<file path="config.mk">
export PLATFORM = sky130hd
export DESIGN_NAME = uart_rx_fifo
export DESIGN_NICKNAME = d
export VERILOG_FILES = /design/src/rtl/uart_rx_fifo.sv
export SDC_FILE = /design/constraint.sdc
export NUM_CORES = 1
export LEC_CHECK = 0
export ABC_AREA = 1
export CAP_MARGIN = 10
export CORE_MARGIN = 4
export CORE_UTILIZATION = 55
export DETAILED_ROUTE_END_ITERATION = 8
export GPL_TIMING_DRIVEN = 0
export PLACE_DENSITY_LB_ADDON = 0.12
export SKIP_LAST_GASP = 1
export SYNTH_ARGS = -nofsm -noshare
export SYNTH_HDL_FRONTEND = slang
export SYNTH_SLANG_ARGS = --single-unit
</file>
<file path="constraint.sdc">
create_clock -name clk -period 2.2 [get_ports clk]
set_input_delay 0.55 -clock clk [delete_from_list [all_inputs] [get_ports clk]]
set_output_delay 0.55 -clock clk [all_outputs]
set_load 0.01 [all_outputs]
</file>
<file path="src/rtl/uart_rx_fifo.sv">
// uart_rx_fifo
//   8N1 UART receiver with a first-word-fall-through byte FIFO, a valid/ready
//   output stream and RTS hardware flow control. Single clock domain.
//
// Ports
//   clk        design clock
//   rst        synchronous active-high reset
//   rxd        asynchronous UART receive line (idle high)
//   rts        flow control, active-low: 0 = host may send, 1 = host must pause
//   m_data     FIFO head byte (0x00 while empty)
//   m_valid    m_data holds a valid byte
//   m_ready    consumer accepts the head byte
//   fill       current FIFO occupancy
//   frame_err  one-cycle pulse when a stop bit is sampled low
//   overrun    sticky; set when a received byte is dropped on a full FIFO
module uart_rx_fifo #(
  parameter int CLKS_PER_BIT = 434,
  parameter int FIFO_DEPTH   = 16,
  parameter int RTS_THRESH   = 12
) (
  input  logic                          clk,
  input  logic                          rst,
  input  logic                          rxd,
  output logic                          rts,
  output logic [7:0]                    m_data,
  output logic                          m_valid,
  input  logic                          m_ready,
  output logic [$clog2(FIFO_DEPTH):0]   fill,
  output logic                          frame_err,
  output logic                          overrun
);

  localparam int AW = $clog2(FIFO_DEPTH);
  localparam int CW = $clog2(CLKS_PER_BIT);

  localparam logic [CW-1:0] BIT_LAST  = CW'(CLKS_PER_BIT - 1);
  localparam logic [CW-1:0] HALF_LAST = CW'(CLKS_PER_BIT / 2 - 1);
  localparam logic [AW:0]   FULL_LVL  = (AW+1)'(FIFO_DEPTH);
  localparam logic [AW:0]   RTS_LVL   = (AW+1)'(RTS_THRESH);

  typedef enum logic [2:0] {
    S_IDLE,
    S_START,
    S_DATA,
    S_STOP,
    S_WAIT_HIGH
  } state_t;

  // ---------------------------------------------------------------------------
  // rxd synchroniser; both flops reset to the idle level so a reset never
  // looks like a start bit.
  // ---------------------------------------------------------------------------
  logic rx_meta;
  logic rx_s;

  // NOTE: sequential state uses non-blocking (<=) so every flop samples the
  // values from before the edge, independent of statement order.
  always_ff @(posedge clk) begin
    if (rst) begin
      rx_meta <= 1'b1;
      rx_s    <= 1'b1;
    end else begin
      rx_meta <= rxd;
      rx_s    <= rx_meta;
    end
  end

  // ---------------------------------------------------------------------------
  // Receive state machine
  // ---------------------------------------------------------------------------
  state_t          state_q, state_d;
  logic [CW-1:0]   cnt_q;
  logic [2:0]      bit_idx_q;
  logic [7:0]      shift_q;
  logic            bit_tick;
  logic            push_req;
  logic            stop_bad;

  // NOTE: every output of this block gets a default first, so no path leaves
  // a signal unassigned and no latch is inferred.
  always_comb begin
    state_d  = state_q;
    bit_tick = 1'b0;
    push_req = 1'b0;
    stop_bad = 1'b0;
    unique case (state_q)
      S_IDLE: begin
        if (!rx_s) state_d = S_START;
      end
      S_START: begin
        // Mid-start-bit check: a line that is high again was only a glitch.
        if (cnt_q == HALF_LAST) state_d = rx_s ? S_IDLE : S_DATA;
      end
      S_DATA: begin
        if (cnt_q == BIT_LAST) begin
          bit_tick = 1'b1;
          if (bit_idx_q == 3'd7) state_d = S_STOP;
        end
      end
      S_STOP: begin
        if (cnt_q == BIT_LAST) begin
          if (rx_s) begin
            push_req = 1'b1;
            state_d  = S_IDLE;
          end else begin
            stop_bad = 1'b1;
            state_d  = S_WAIT_HIGH;
          end
        end
      end
      S_WAIT_HIGH: begin
        // Hold off until the line returns high so a break is not re-read
        // as a stream of start bits.
        if (rx_s) state_d = S_IDLE;
      end
      default: state_d = S_IDLE;
    endcase
  end

  always_ff @(posedge clk) begin
    if (rst) begin
      state_q   <= S_IDLE;
      cnt_q     <= '0;
      bit_idx_q <= '0;
      shift_q   <= '0;
      frame_err <= 1'b0;
    end else begin
      state_q <= state_d;
      // Counter restarts on every state change and on each bit period end.
      if (state_d != state_q || cnt_q == BIT_LAST) cnt_q <= '0;
      else                                         cnt_q <= cnt_q + 1'b1;
      if (state_d == S_DATA && state_q != S_DATA) bit_idx_q <= '0;
      else if (bit_tick)                          bit_idx_q <= bit_idx_q + 3'd1;
      // LSB arrives first, so shift in from the top.
      if (bit_tick) shift_q <= {rx_s, shift_q[7:1]};
      frame_err <= stop_bad;
    end
  end

  // ---------------------------------------------------------------------------
  // First-word-fall-through FIFO
  // ---------------------------------------------------------------------------
  logic [7:0]    mem [FIFO_DEPTH];
  logic [AW-1:0] wr_ptr, rd_ptr;
  logic          pop;
  logic          full;
  logic          wr_en;

  assign m_valid = (fill != '0);
  assign pop     = m_valid && m_ready;
  assign full    = (fill == FULL_LVL);
  // A pop in the same cycle frees the slot, so a full FIFO still accepts.
  assign wr_en   = push_req && (!full || pop);
  assign m_data  = m_valid ? mem[rd_ptr] : 8'h00;

  // NOTE: storage is deliberately not reset; only pointers and fill are, and
  // m_data is masked while empty, so stale contents are never visible.
  always_ff @(posedge clk) begin
    if (wr_en) mem[wr_ptr] <= shift_q;
  end

  always_ff @(posedge clk) begin
    if (rst) begin
      wr_ptr  <= '0;
      rd_ptr  <= '0;
      fill    <= '0;
      overrun <= 1'b0;
      rts     <= 1'b1;
    end else begin
      if (wr_en) wr_ptr <= wr_ptr + 1'b1;
      if (pop)   rd_ptr <= rd_ptr + 1'b1;
      unique case ({wr_en, pop})
        2'b10:   fill <= fill + 1'b1;
        2'b01:   fill <= fill - 1'b1;
        default: fill <= fill;
      endcase
      if (push_req && full && !pop) overrun <= 1'b1;
      rts <= (fill >= RTS_LVL);
    end
  end

endmodule

</file>
# Word level (Yosys, flattened, before mapping)

Memory sizes are Yosys's and may differ from the RTL's. A register that Yosys moved wholly into a read port is not among the register bits.
Index checks and enable logic that the tools add are counted.

Memories kept: 1
Bits in writable memories: 128
Register bits: 41
Output and inout bits: 17
Latch bits: 0
Bits in read-only memories: 0
Logic and storage cells: 71
Input port bits: 4

Reduce and logical (&&, ||, !) cells: 15
Eq/ne operators: 13
Div/mod/pow operators: 0
Mux-type cells: 21
Magnitude comparators: 1
$add $sub $neg: 6
Multiply operators: 0
Shift operators: 0
Bitwise gates (word level): 2

Memory list:

| memory | words | width | rd ports | clocked after memory_dff | wr ports | RTL line | text |
|---|---|---|---|---|---|---|---|
| mem    | 16    | 8     | 1        | 1                        | 1        | 143      | `logic [7:0] mem [FIFO_DEPTH];` |

Operators with widths:

| kind                                                  | number |
|---|---|
| 2-to-1 mux 3 bit                                      | 7 |
| one-hot mux 3 bit (5 select lines)                    | 1 |
| one-hot mux 5 bit (2 select lines)                    | 1 |
| adder 9 x 1 -> 9 bit, second input constant           | 1 |
| equality test 3 x 2 -> 1 bit, second input constant   | 3 |
| equality test 9 x 8 -> 1 bit, second input constant   | 1 |
| equality test 9 bit, second input constant            | 1 |
| adder 4 x 1 -> 4 bit, second input constant           | 2 |
| 2-to-1 mux 1 bit                                      | 8 |
| 2-to-1 mux 4 bit                                      | 2 |
| 2-to-1 mux 8 bit                                      | 1 |
| equality test 3 bit, second input constant            | 2 |
| adder 5 x 1 -> 5 bit, second input constant           | 1 |
| equality test 5 bit, second input constant            | 1 |
| >= comparator 5 x 4 -> 1 bit, second input constant   | 1 |
| logical AND 1 bit                                     | 5 |
| nonzero test 5 bit                                    | 1 |
| subtractor 5 x 1 -> 5 bit, second input constant      | 1 |
| OR reduction 2 bit                                    | 2 |
| adder 3 x 1 -> 3 bit, second input constant           | 1 |
| equality test 3 x 1 -> 1 bit, second input constant   | 1 |
| logical NOT 3 bit                                     | 1 |
| inequality test 3 x 2 -> 1 bit, second input constant | 1 |
| inequality test 3 bit                                 | 1 |
| other kinds (8)                                       | 11 |

# Logic depth before layout (Yosys ltp)

Gate-level depths: netlist of the first run.

Depth after elaboration: 7
Mapped depth: 17

# Worst setup path before layout of the first run

Ideal clock, no wire load.

Path kind: register to register
Start: register cnt_q[0]
End: register fill[4]
Cell stages (with the launch flop): 17
Period minus slack after synthesis: 2.311 ns
Data arrival time: 2.196 ns
Buffers on the path: 0
Setup slack: -0.111 ns
Required time: 2.085 ns
Path through: dfxtp_1 > ha_1 > nand2_1 > nor2_1 > nand2_4 > nor2_8 > nand2_4 > nand2_4 > inv_1 > ha_1 > a21o_1 > a31oi_1 > inv_1 > nand2_1 > nand3_2 > nand2_1 > nor2_1

Cells in the longest elaborated chain, start to end: 6
Elaborated cells between the ends (all ways): 8

Ends and longest elaborated chain:

| item                                                                     | RTL line | text |
|---|---|---|
| start, declared                                                          | 72       | `logic [CW-1:0] cnt_q;` |
| start signal, assigned                                                   | 131      | `else cnt_q <= cnt_q + 1'b1;` |
| equality test 9 bit (*)                                                  | 101      | `if (cnt_q == BIT_LAST) begin` |
| 2-to-1 mux 1 bit (*)                                                     | 101      |  |
| 2-to-1 mux 1 bit (*)                                                     | 86       | `unique case (state_q)` |
| logical AND 1 bit (*)                                                    | 153      | `assign wr_en = push_req && (!full \|\| pop);` |
| equality test 2 x 1 -> 1 bit or equality test 2 bit (tied branches)      | 172      | `unique case ({wr_en, pop})` |
| one-hot mux 5 bit (2 select lines) or nonzero test 2 bit (tied branches) | -        |  |
| end signal, assigned                                                     | 173      | `2'b10: fill <= fill + 1'b1;` |
| end signal, assigned                                                     | 174      | `2'b01: fill <= fill - 1'b1;` |
| end signal, assigned                                                     | 175      | `default: fill <= fill;` |
| end, declared                                                            | 28       | `output logic [$clog2(FIFO_DEPTH):0] fill,` |

Every way passes the cells marked *; elsewhere a longest branch is shown, timed or not.
A chain may end at the register's enable or synchronous reset.

==> results of run 1 <==
==> layout make-up <==
class	instances	area, µm²
repair buffers	45	458
inverters	34	158
flip-flops and latches	173	4760
clock buffers	27	513
well taps	172	215
clock inverters	5	30.0
multi-input cells	379	2650
repair inverters	1	16.3
plain buffers	25	329
fillers	898	3590
==> sequential cells by signal, summed over array words and instances (netlist names), named ones only <==
| signal | count |
|---|---|
| mem | 128 |
| cnt_q | 9 |
| shift_q | 8 |
| fill | 5 |
| rd_ptr | 4 |
| wr_ptr | 4 |
| bit_idx_q | 3 |
| state_q | 3 |
| frame_err | 1 |
| overrun | 1 |
| rts | 1 |
| rx_meta | 1 |
| rx_s | 1 |
==> worst max-delay path by stage <==
stage	to	startpoint	depth (start not counted)	slack, ns
4_1_cts	m_data[7]	register	7	-0.31
2_1_floorplan	fill[4]	fill[0]	14	0.001
3_5_place_dp	m_data[5]	register	7	-0.73
5_1_grt	m_data[2]	register	8	-0.39
6_report	m_data[7]	register	7	-0.33
3_3_place_gp	m_data[5]	register	7	-0.72
==> through the flow <==
step                      total power, W  utilization [%]
after CTS                        0.00633             68.5
after global routing             0.00650             71.8
after floorplan                  0.00358                -
after detailed placement         0.00361             60.2
final                            0.00632             71.8
after global placement           0.00360             60.2
==> cells in the mapped netlist <==
cell type,instances
a211oi_1,1
a21boi_0,1
a21o_1,1
a21oi_1,21
a21oi_2,1
a31oi_1,1
a31oi_4,1
a41oi_1,1
buf_2,8
buf_4,2
clkbuf_1,18
clkinv_1,1
dfxtp_1,45
edfxtp_1,128
fa_1,1
ha_1,13
inv_1,31
inv_2,2
nand2_1,36
nand2_2,4
nand2_4,4
nand3_1,32
nand3_2,1
nand3_4,1
nand4_1,3
nand4_2,1
nand4_4,1
nor2_1,102
nor2_4,3
nor2_8,1
nor3_1,14
nor4_1,1
o211ai_1,8
o21a_1,8
o21ai_0,47
o21ai_1,1
o21bai_1,32
o221ai_1,24
or2_2,2
xnor2_1,5
xor2_1,6
==> power by group through the flow <==
| stage | combinational (W) | sequential, W | clock [W] |
|---|---|---|---|
| CTS | 0.0000714 | 0.00347 | 0.00278 |
| global route | 0.0000882 | 0.00347 | 0.00294 |
| floorplan | 0.0000408 | 0.00354 | 0 |
| detailed placement | 0.0000614 | 0.00354 | 0 |
| finish | 0.0000803 | 0.00347 | 0.00276 |
| global placement | 0.0000586 | 0.00354 | 0 |
==> per-layer routing <==
| metal | vias up | GRT usage [%] | routed length, µm |
|---|---|---|---|
| met5 | - | 0 | 0 |
| met4 | 0 | 9.94 | 542 |
| met3 | 47 | 4.61 | 1270 |
| met2 | 246 | 41.2 | 9130 |
| met1 | 2469 | 32.0 | 7180 |
| li1 | 2352 | - | - |
==> logic make-up after synthesis <==
| group | after synthesis | share of synthesized area, % |
|---|---|---|
| buffers and inverters | 62 | 3.46 |
| flip-flops | 173 | 65.6 |
| XOR/XNOR | 11 | 1.33 |
| AND/OR/NAND/NOR | 206 | 13.4 |
| adder cells (fa/ha/maj) | 14 | 2.53 |
| AO/OA/AOI/OAI | 148 | 13.6 |
==> cell usage in the layout (no fill, tap or decap), types with 9 or more instances in the layout <==
master           synthesis  layout
buf_4                    2      16
a21oi_1                 21      11
nor2_1                 102      83
ha_1                    13       9
clkdlybuf4s50_1          0      12
o21ai_1                  1      14
edfxtp_1               128     128
nor2_4                   3      19
a21oi_2                  1      11
inv_1                   31      27
nand3_1                 32      26
o21ai_0                 47      32
dfxtp_1                 45      35
clkbuf_16                0      24
nand2_1                 36      30
o221ai_2                 0      17
o21bai_1                32      31
buf_2                    8      10
nand2_2                  4       9
nor3_1                  14      14
==> repair_timing <==
item,CTS,global route
gates cloned,0,7
pin swaps,36,45
resized for setup,160,69
setup endpoints to repair,140,116
buffers inserted,16,3
endpoints found under the hold margin,0,0
==> qor.txt, run 1 <==
Status - complete, but fails checks
Failing checks - setup timing
1st-pass router iterations - 5
Hold Path Cell Cnt - 1
Hold slack - 0.411 ns
Cell leakage power - 3.49 nW
Worst Setup Start Kind - register
# hold bufs at CTS - 0
Switching Power - 0.00123 W
YS warnings - 0
Maxcap violations - 0
Tmin final - 2.53 ns
IO Count - 21
Final setup vio count - 9
Grt ovf - 0
Number of global-route vias before repair - 5156
Buffers on Ports - 20
Slowest cell on the critical path - dfxtp_4
Fin. max-slew vios - 0
Row count - 41
Int Pwr - 0.00509 W
Clk_skew - 0.00585 ns
Largest delay share family, worst path - compound AO/OA/AOI/OAI gates
Antenna violations before repair - 0
Routed wire per std cell - 21.0 µm
Clk_lat worst skew - 0.43 ns
Min-Delay Endpoint - rx_s
Antenna viol nets, final - 0
Worst hold path type - reg -> reg
Mapped Nets - 632
CTS tree - yes
Inst Count DP - 806
Detail Placement HPWL - 11100 µm
Hold_sp - rx_meta
Worst R2R Start - cnt_q[1]
Synth top area share - 53.2%
Dominant cell type by area after synthesis - edfxtp_1
Clock sink count - 173
Final hold viol count - 0
Sequential area share after synthesis - 65.6%
Root Driver - clkbuf_16
H-tree depth - 4
Syn_area_per_cell - 11.8 µm²
Max clock buf depth - 2
Arrival time at the worst endpoint - 1.98 ns
FF-to-FF End - fill[4]
Combinational power share - 1.3%
Worst Setup End Kind - output port
Switching power share of the total - 19.4%
Cell Count, Final, Fillers Out - 861
Maximum vdd drop - 0.000499 V
Area of the mapped netlist - 7230 µm²
Antenna diode count - 0
Fmax achieved - 396 MHz
Worst R2R Path Depth - 17
RSZ-0062 raised after global routing - yes
Clk pwr share - 43.7%
Slew HR - 45.7%
First-pass GRT wire length - 27600 µm
Finished layout cell area - 9130 µm²
Area Growth Syn to Fin - 26.4%
Die width - 123 µm
Die Area - 15000 µm²
GRT Total Usage - 24.7%
Least-Margin Pin Slew - 0.814 ns
Die extent in y - 123 µm
Core area - 12700 µm²
WP data required - 1.65 ns
Setup slack after layout - -0.328 ns
Max incr delay on CP - 0.39 ns
Vias/cell - 5.94
GPL Wtd Cong - 0.830
Cell Area, Placed - 7660 µm²
Nets - 694
Buf+Inv Stages, Crit Path - 3
Crit-path max FO - 6
Initial core utilization - 56.8%
DR vias - 5114
Synth Instances - 614
CP Class - reg -> out
Share of layout cells above drive strength 1 - 27.1%
Residual DRC - 0
Place WS - -0.728 ns
DRT Wirelength - 18100 µm
Area contributors post-synth - edfxtp_1 (53%), dfxtp_1 (12%), nor2_1 (5.3%), o21bai_1 (3.3%), o21ai_0 (3.3%)
Pwr Density - 692 nW/µm²
Num CTS Buffers - 17
Largest net degree at the start of global routing - 19
Final worst-path cycle share - 115%
Part of the power in registers - 55.0%
Setup TNS - -2.34 ns
Synth Register Bits - 173
Clock-pin slew of the registers on the worst-case setup and hold paths - 0.06 ns
R2R Setup Slk - -0.04 ns
DRT iter0 DRCs - 652
Critical-path cell list - buf_12 -> clkbuf_16 -> nor2_1 -> o211ai_1 -> nand3_1 -> a21oi_2 -> buf_2
Unique masters post-synth - 41
Power figures use the tool's default switching activity.
==> inputs of run 2 (changes only) <==
- CORE_ASPECT_RATIO: not set -> 1.75
==> run 2 against run 1 <==
Net effect:
- the flow still finishes with violations (setup timing)
- maximum frequency fell by 1.9%
- first-iteration DRC count down 35%
- die area is 0.48% higher
- largest power group unchanged
==> qor.txt, run 2 (synthesized netlist as in run 1, its figures left out) <==
Status - complete, but fails checks (unchanged)
Failing checks - setup timing (unchanged)
Antenna violations before repair - 0 (unchanged)
Grt ovf - 0 (unchanged)
Hold Path Cell Cnt - 1 (unchanged)
Switching power share of the total - 20.2% (was 19.4%)
Largest delay share family, worst path - buffers and inverters (was compound AO/OA/AOI/OAI gates)
Hold_sp - rx_meta (unchanged)
Min-Delay Endpoint - rx_s (unchanged)
Slew HR - 46.5% (was 45.7%)
Max clock buf depth - 2 (unchanged)
CP Class - reg -> out (unchanged)
Maximum vdd drop - 0.000559 V (was 0.000499 V)
Die extent in y - 160 µm (was 123 µm)
Antenna viol nets, final - 0 (unchanged)
Part of the power in registers - 52.2% (was 55.0%)
Nets - 691 (was 694)
Core area - 12900 µm² (was 12700 µm²)
Least-Margin Pin Slew - 0.801 ns (was 0.814 ns)
Vias/cell - 6.01 (was 5.94)
Top reg by flops - mem (unchanged)
Crit-path max FO - 12 (was 6)
Slowest cell on the critical path - dfxtp_4 (unchanged)
Antenna diode count - 0 (unchanged)
Worst Setup Start Kind - register (unchanged)
WP data required - 1.65 ns (about the same)
Clk_skew - 0.0113 ns (was 0.00585 ns)
Final worst-path cycle share - 117% (was 115%)
Share of layout cells above drive strength 1 - 25.2% (was 27.1%)
GPL Wtd Cong - 0.944 (was 0.830)
RSZ-0062 raised after global routing - yes (unchanged)
# fillers - 898 (unchanged)
Routed wire per std cell - 21.4 µm (was 21.0 µm)
Area Growth Syn to Fin - 26.2% (was 26.4%)
Most frequent cells in the layout - edfxtp_1 (128), nor2_1 (85), o21ai_0 (39) (was edfxtp_1 (128), nor2_1 (83), dfxtp_1 (35))
Buffers on Ports - 20 (unchanged)
Final setup vio count - 8 (was 9)
Number of global-route vias before repair - 5269 (was 5156)
R2R Setup Slk - 0 ns (was -0.04 ns)
Initial core utilization - 55.9% (was 56.8%)
Worst Setup End Kind - output port (unchanged)
Hold slack - 0.411 ns (about the same)
Clk_lat worst skew - 0.43 ns (about the same)
Final hold viol count - 0 (unchanged)
Arrival time at the worst endpoint - 2.03 ns (was 1.98 ns)
Fin. max-slew vios - 0 (unchanged)
GRT Total Usage - 24.8% (was 24.7%)
Row count - 55 (was 41)
Clock-pin slew of the registers on the worst-case setup and hold paths - 0.07 ns (was 0.06 ns)
Worst R2R Path Depth - 18 (was 17)
CTS tree - yes (unchanged)
Die Area - 15100 µm² (was 15000 µm²)
Worst hold path type - reg -> reg (unchanged)
H-tree depth - 4 (unchanged)
IO Count - 21 (unchanged)
Largest net degree at the start of global routing - 19 (unchanged)
Top Registers - mem (128), cnt_q (9), shift_q (8) (unchanged)
Die width - 94.7 µm (was 123 µm)
Setup TNS - -2.51 ns (was -2.34 ns)
Int Pwr - 0.00530 W (was 0.00509 W)
Most common cell after layout, fill and taps aside - edfxtp_1 (unchanged)
Cell leakage power - 3.52 nW (was 3.49 nW)
Num CTS Buffers - 17 (unchanged)
Residual DRC - 0 (unchanged)
FF-to-FF End - fill[4] (unchanged)
Largest register FFs - 128 (unchanged)
Maxcap violations - 0 (unchanged)
Pwr Density - 728 nW/µm² (was 692 nW/µm²)
Root Driver - clkbuf_16 (unchanged)
Setup slack after layout - -0.376 ns (was -0.328 ns)
DRT iter0 DRCs - 425 (was 652)
Detail Placement HPWL - 11500 µm (was 11100 µm)
First-pass GRT wire length - 27900 µm (was 27600 µm)
Buf+Inv Stages, Crit Path - 4 (was 3)
DRT Wirelength - 18300 µm (was 18100 µm)
Tmin final - 2.58 ns (was 2.53 ns)
Fmax achieved - 388 MHz (was 396 MHz)
DR vias - 5150 (was 5114)
Max incr delay on CP - 0.37 ns (was 0.39 ns)
Critical-path cell list - buf_12 -> inv_16 -> clkbuf_16 -> nor2_1 -> o221ai_1 -> nand3_1 -> a21oi_2 -> buf_2 (was buf_12 -> clkbuf_16 -> nor2_1 -> o211ai_1 -> nand3_1 -> a21oi_2 -> buf_2)
Clock sink count - 173 (unchanged)
# hold bufs at CTS - 0 (unchanged)
1st-pass router iterations - 5 (unchanged)
Switching Power - 0.00134 W (was 0.00123 W)
Clk pwr share - 46.6% (was 43.7%)
Worst R2R Start - cnt_q[1] (unchanged)
Combinational power share - 1.2% (was 1.3%)
run 2: changes by cell type in the layout (fill, tap and decap cells not counted), sizes merged, moves of 2 or more:
cell | before | now
clkinv | 5 | 3
inv | 33 | 38
bufinv | 0 | 3
clkinvlp | 2 | 4
buf | 42 | 37
clkbuf | 43 | 37
run 2: what timing repair did:
item / 4_1_cts / 5_1_grt
gates resized for setup: 165 / 39
buffers inserted: 12 / 3
pin swaps: 30 / 33
cloned: 3 / 4
endpoints found under the setup margin: 139 / 86
run 2: power by group through the flow:
stage / Clock [W] / Sequential (W) / Combinational, W
2_1_floorplan: 0 / 0.00354 / 0.0000408
3_3_place_gp: 0 / 0.00354 / 0.0000596
3_5_place_dp: 0 / 0.00354 / 0.0000607
4_1_cts: 0.00312 / 0.00347 / 0.0000746
5_1_grt: 0.00328 / 0.00347 / 0.0000876
6_report: 0.00310 / 0.00347 / 0.0000767
run 2: worst max path at each step:
stage	startpoint	end	slack, ns	depth (start not counted)
3_3_place_gp	register	m_data[7]	-0.77	7
4_1_cts	register	m_data[3]	-0.32	7
2_1_floorplan	fill[0]	fill[4]	0.001	14
5_1_grt	register	m_data[1]	-0.40	8
3_5_place_dp	register	m_data[7]	-0.76	7
6_report	register	m_data[1]	-0.38	8
run 2: layout make-up:
type | instances | area, µm² | area share, %
buffer | 26 | 398 | 4.36
clock buffer | 18 | 429 | 4.70
clock inverter | 14 | 180 | 1.97
inverter | 34 | 149 | 1.63
multi-input combinational | 379 | 2560 | 28.0
sequential | 173 | 4760 | 52.2
tap | 171 | 214 | 2.35
timing repair buffer | 42 | 430 | 4.72
run 2: metrics by stage:
step                worst slack [ns]  total power (W)  cells  cell area, µm²  util, %
floorplan                   0.000954          0.00358    614            7250        -
global placement              -0.772          0.00360    805            7660     59.2
finish                        -0.376          0.00664    857            9120     70.5
CTS                           -0.320          0.00667    850            8840     68.3
detailed placement            -0.759          0.00360    805            7660     59.2
global route                  -0.405          0.00683    857            9120     70.5
run 2: per-layer routing:
| metal | vias up | part of all wire, % | GRT usage, % |
|---|---|---|---|
| met2 | 232 | 54 | 43.7 |
| met1 | 2514 | 34 | 27.0 |
| met4 | 0 | 6.1 | 13.9 |
| li1 | 2344 | - | - |
| met3 | 60 | 5.5 | 4.85 |
| met5 | - | 0 | 0 |
==> patch (flow settings as in run 2) <==
Remove the register `frame_err`: a continuous assignment takes its place, so the output `frame_err` follows one clock earlier. Comments in the files are not updated.
--- a/src/rtl/uart_rx_fifo.sv
+++ b/src/rtl/uart_rx_fifo.sv
@@ -123,7 +123,6 @@
       cnt_q     <= '0;
       bit_idx_q <= '0;
       shift_q   <= '0;
-      frame_err <= 1'b0;
     end else begin
       state_q <= state_d;
       // Counter restarts on every state change and on each bit period end.
@@ -133,9 +132,10 @@
       else if (bit_tick)                          bit_idx_q <= bit_idx_q + 3'd1;
       // LSB arrives first, so shift in from the top.
       if (bit_tick) shift_q <= {rx_s, shift_q[7:1]};
-      frame_err <= stop_bad;
     end
   end
+
+  assign frame_err = stop_bad;
 
   // ---------------------------------------------------------------------------
   // First-word-fall-through FIFO
Formal check against the unedited RTL: same outputs for any inputs over 10 cycles, from zero or initial values and one cycle with rst high; that may be too few to reach the edited logic, so the function may still have changed.
==> patch against run 2 <==
The flow still finishes with violations (setup timing). Combinational power barely moved. Fmax is 1.5% lower. Count of clock-buffer cells in the layout is 2 higher. Hold slack gained 8.3 ps. Largest cell class unchanged. Register-to-register slack improved by 20 ps. Worst setup slack worse by 38 ps. Routed wire length increased by 1.8%. Total power decreased by 3.5%. Synthesized area is 0.52% lower. Critical path depth grew 1. Design area shrank 0.15%. Global-route usage up 0.47 points. Sequential cell count down 1.
==> patch: results (changes against run 2) <==
run status finished with violations; failing checks setup timing; switching share of total power 20.4% (+0.20 points); Routability Congestion 0.916 (-2.9%); HPWL after DPL 12000 um (+4.1%); metal2 WL 10000 um (+0.31%); syn_area_per_cell 11.6 sq um (-1.5%); clock skew 9.93 ps (-1.41 ps); routed length on met1 6280 um (+0.88%); worst setup margin -414 ps (-38.3 ps); vias in the first global route 5292 (+0.44%); pre-CTS WS -707 ps (+52.5 ps); NetSw 0.00131 W (-2.5%); GR Util All Layers 25.2% (+0.47 points); commonest cells in the synthesized netlist edfxtp_1 (128), nor2_1 (113), o21ai_0 (46); Max FO, Critical Path 7 (-5); Worst R2R Path Depth 15 (-3); Layout Nets 706 (+2.2%); setup TNS -2880 ps (-373 ps); CP Capture Point m_data[6]; share of cells above drive strength 1 27.5% (+2.3 points); Arr. time, crit path 2060 ps (+30 ps); post-synth top area share 53.5% (+0.28 points); slowest CP cell dfxtp_2; Seq/Total Area, Yosys 65.7% (about the same); # fillers 899 (+0.11%); final setup violation count 8 (unchanged); met3 usage 6.05% (+1.2 points); P_comb 0.0000764 W (about the same)
==> patch: changes by cell type in the layout (fill, tap and decap cells not counted), moves of 5 or more <==
cell       before  now
nand3_1        24   31
nor2_1         85   94
nand2_2         5   12
clkbuf_16      26   21
nor3_1         14    3
buf_4          14   21
o221ai_1       14    8
nand3_2         9    4
nor2_4         14   19
o221ai_2       10   16
o21ai_2         0    5
==> patch: cell families (layout without fill, tap and decap cells) <==
logic type / count (synthesis) / count (layout) / synth area share [%]
AOI/OAI and AO/OA: 148 / 148 / 13.6
xor gates and xnor gates: 11 / 11 / 1.34
adders and majority gates: 14 / 14 / 2.54
buffers and inverters: 62 / 143 / 3.57
DFF: 172 / 172 / 65.7
and+or+nand+nor: 213 / 213 / 13.3
==> patch: final cells by class <==
cell class	instances	area, sq um	share of cell area (%)
clock buffer	20	457	5.01
tap	171	214	2.35
sequential	172	4750	52.1
inverter	34	140	1.54
multi-input combinational	386	2590	28.4
buffer	27	327	3.58
clock inverter	12	116	1.28
timing repair buffer	50	519	5.70
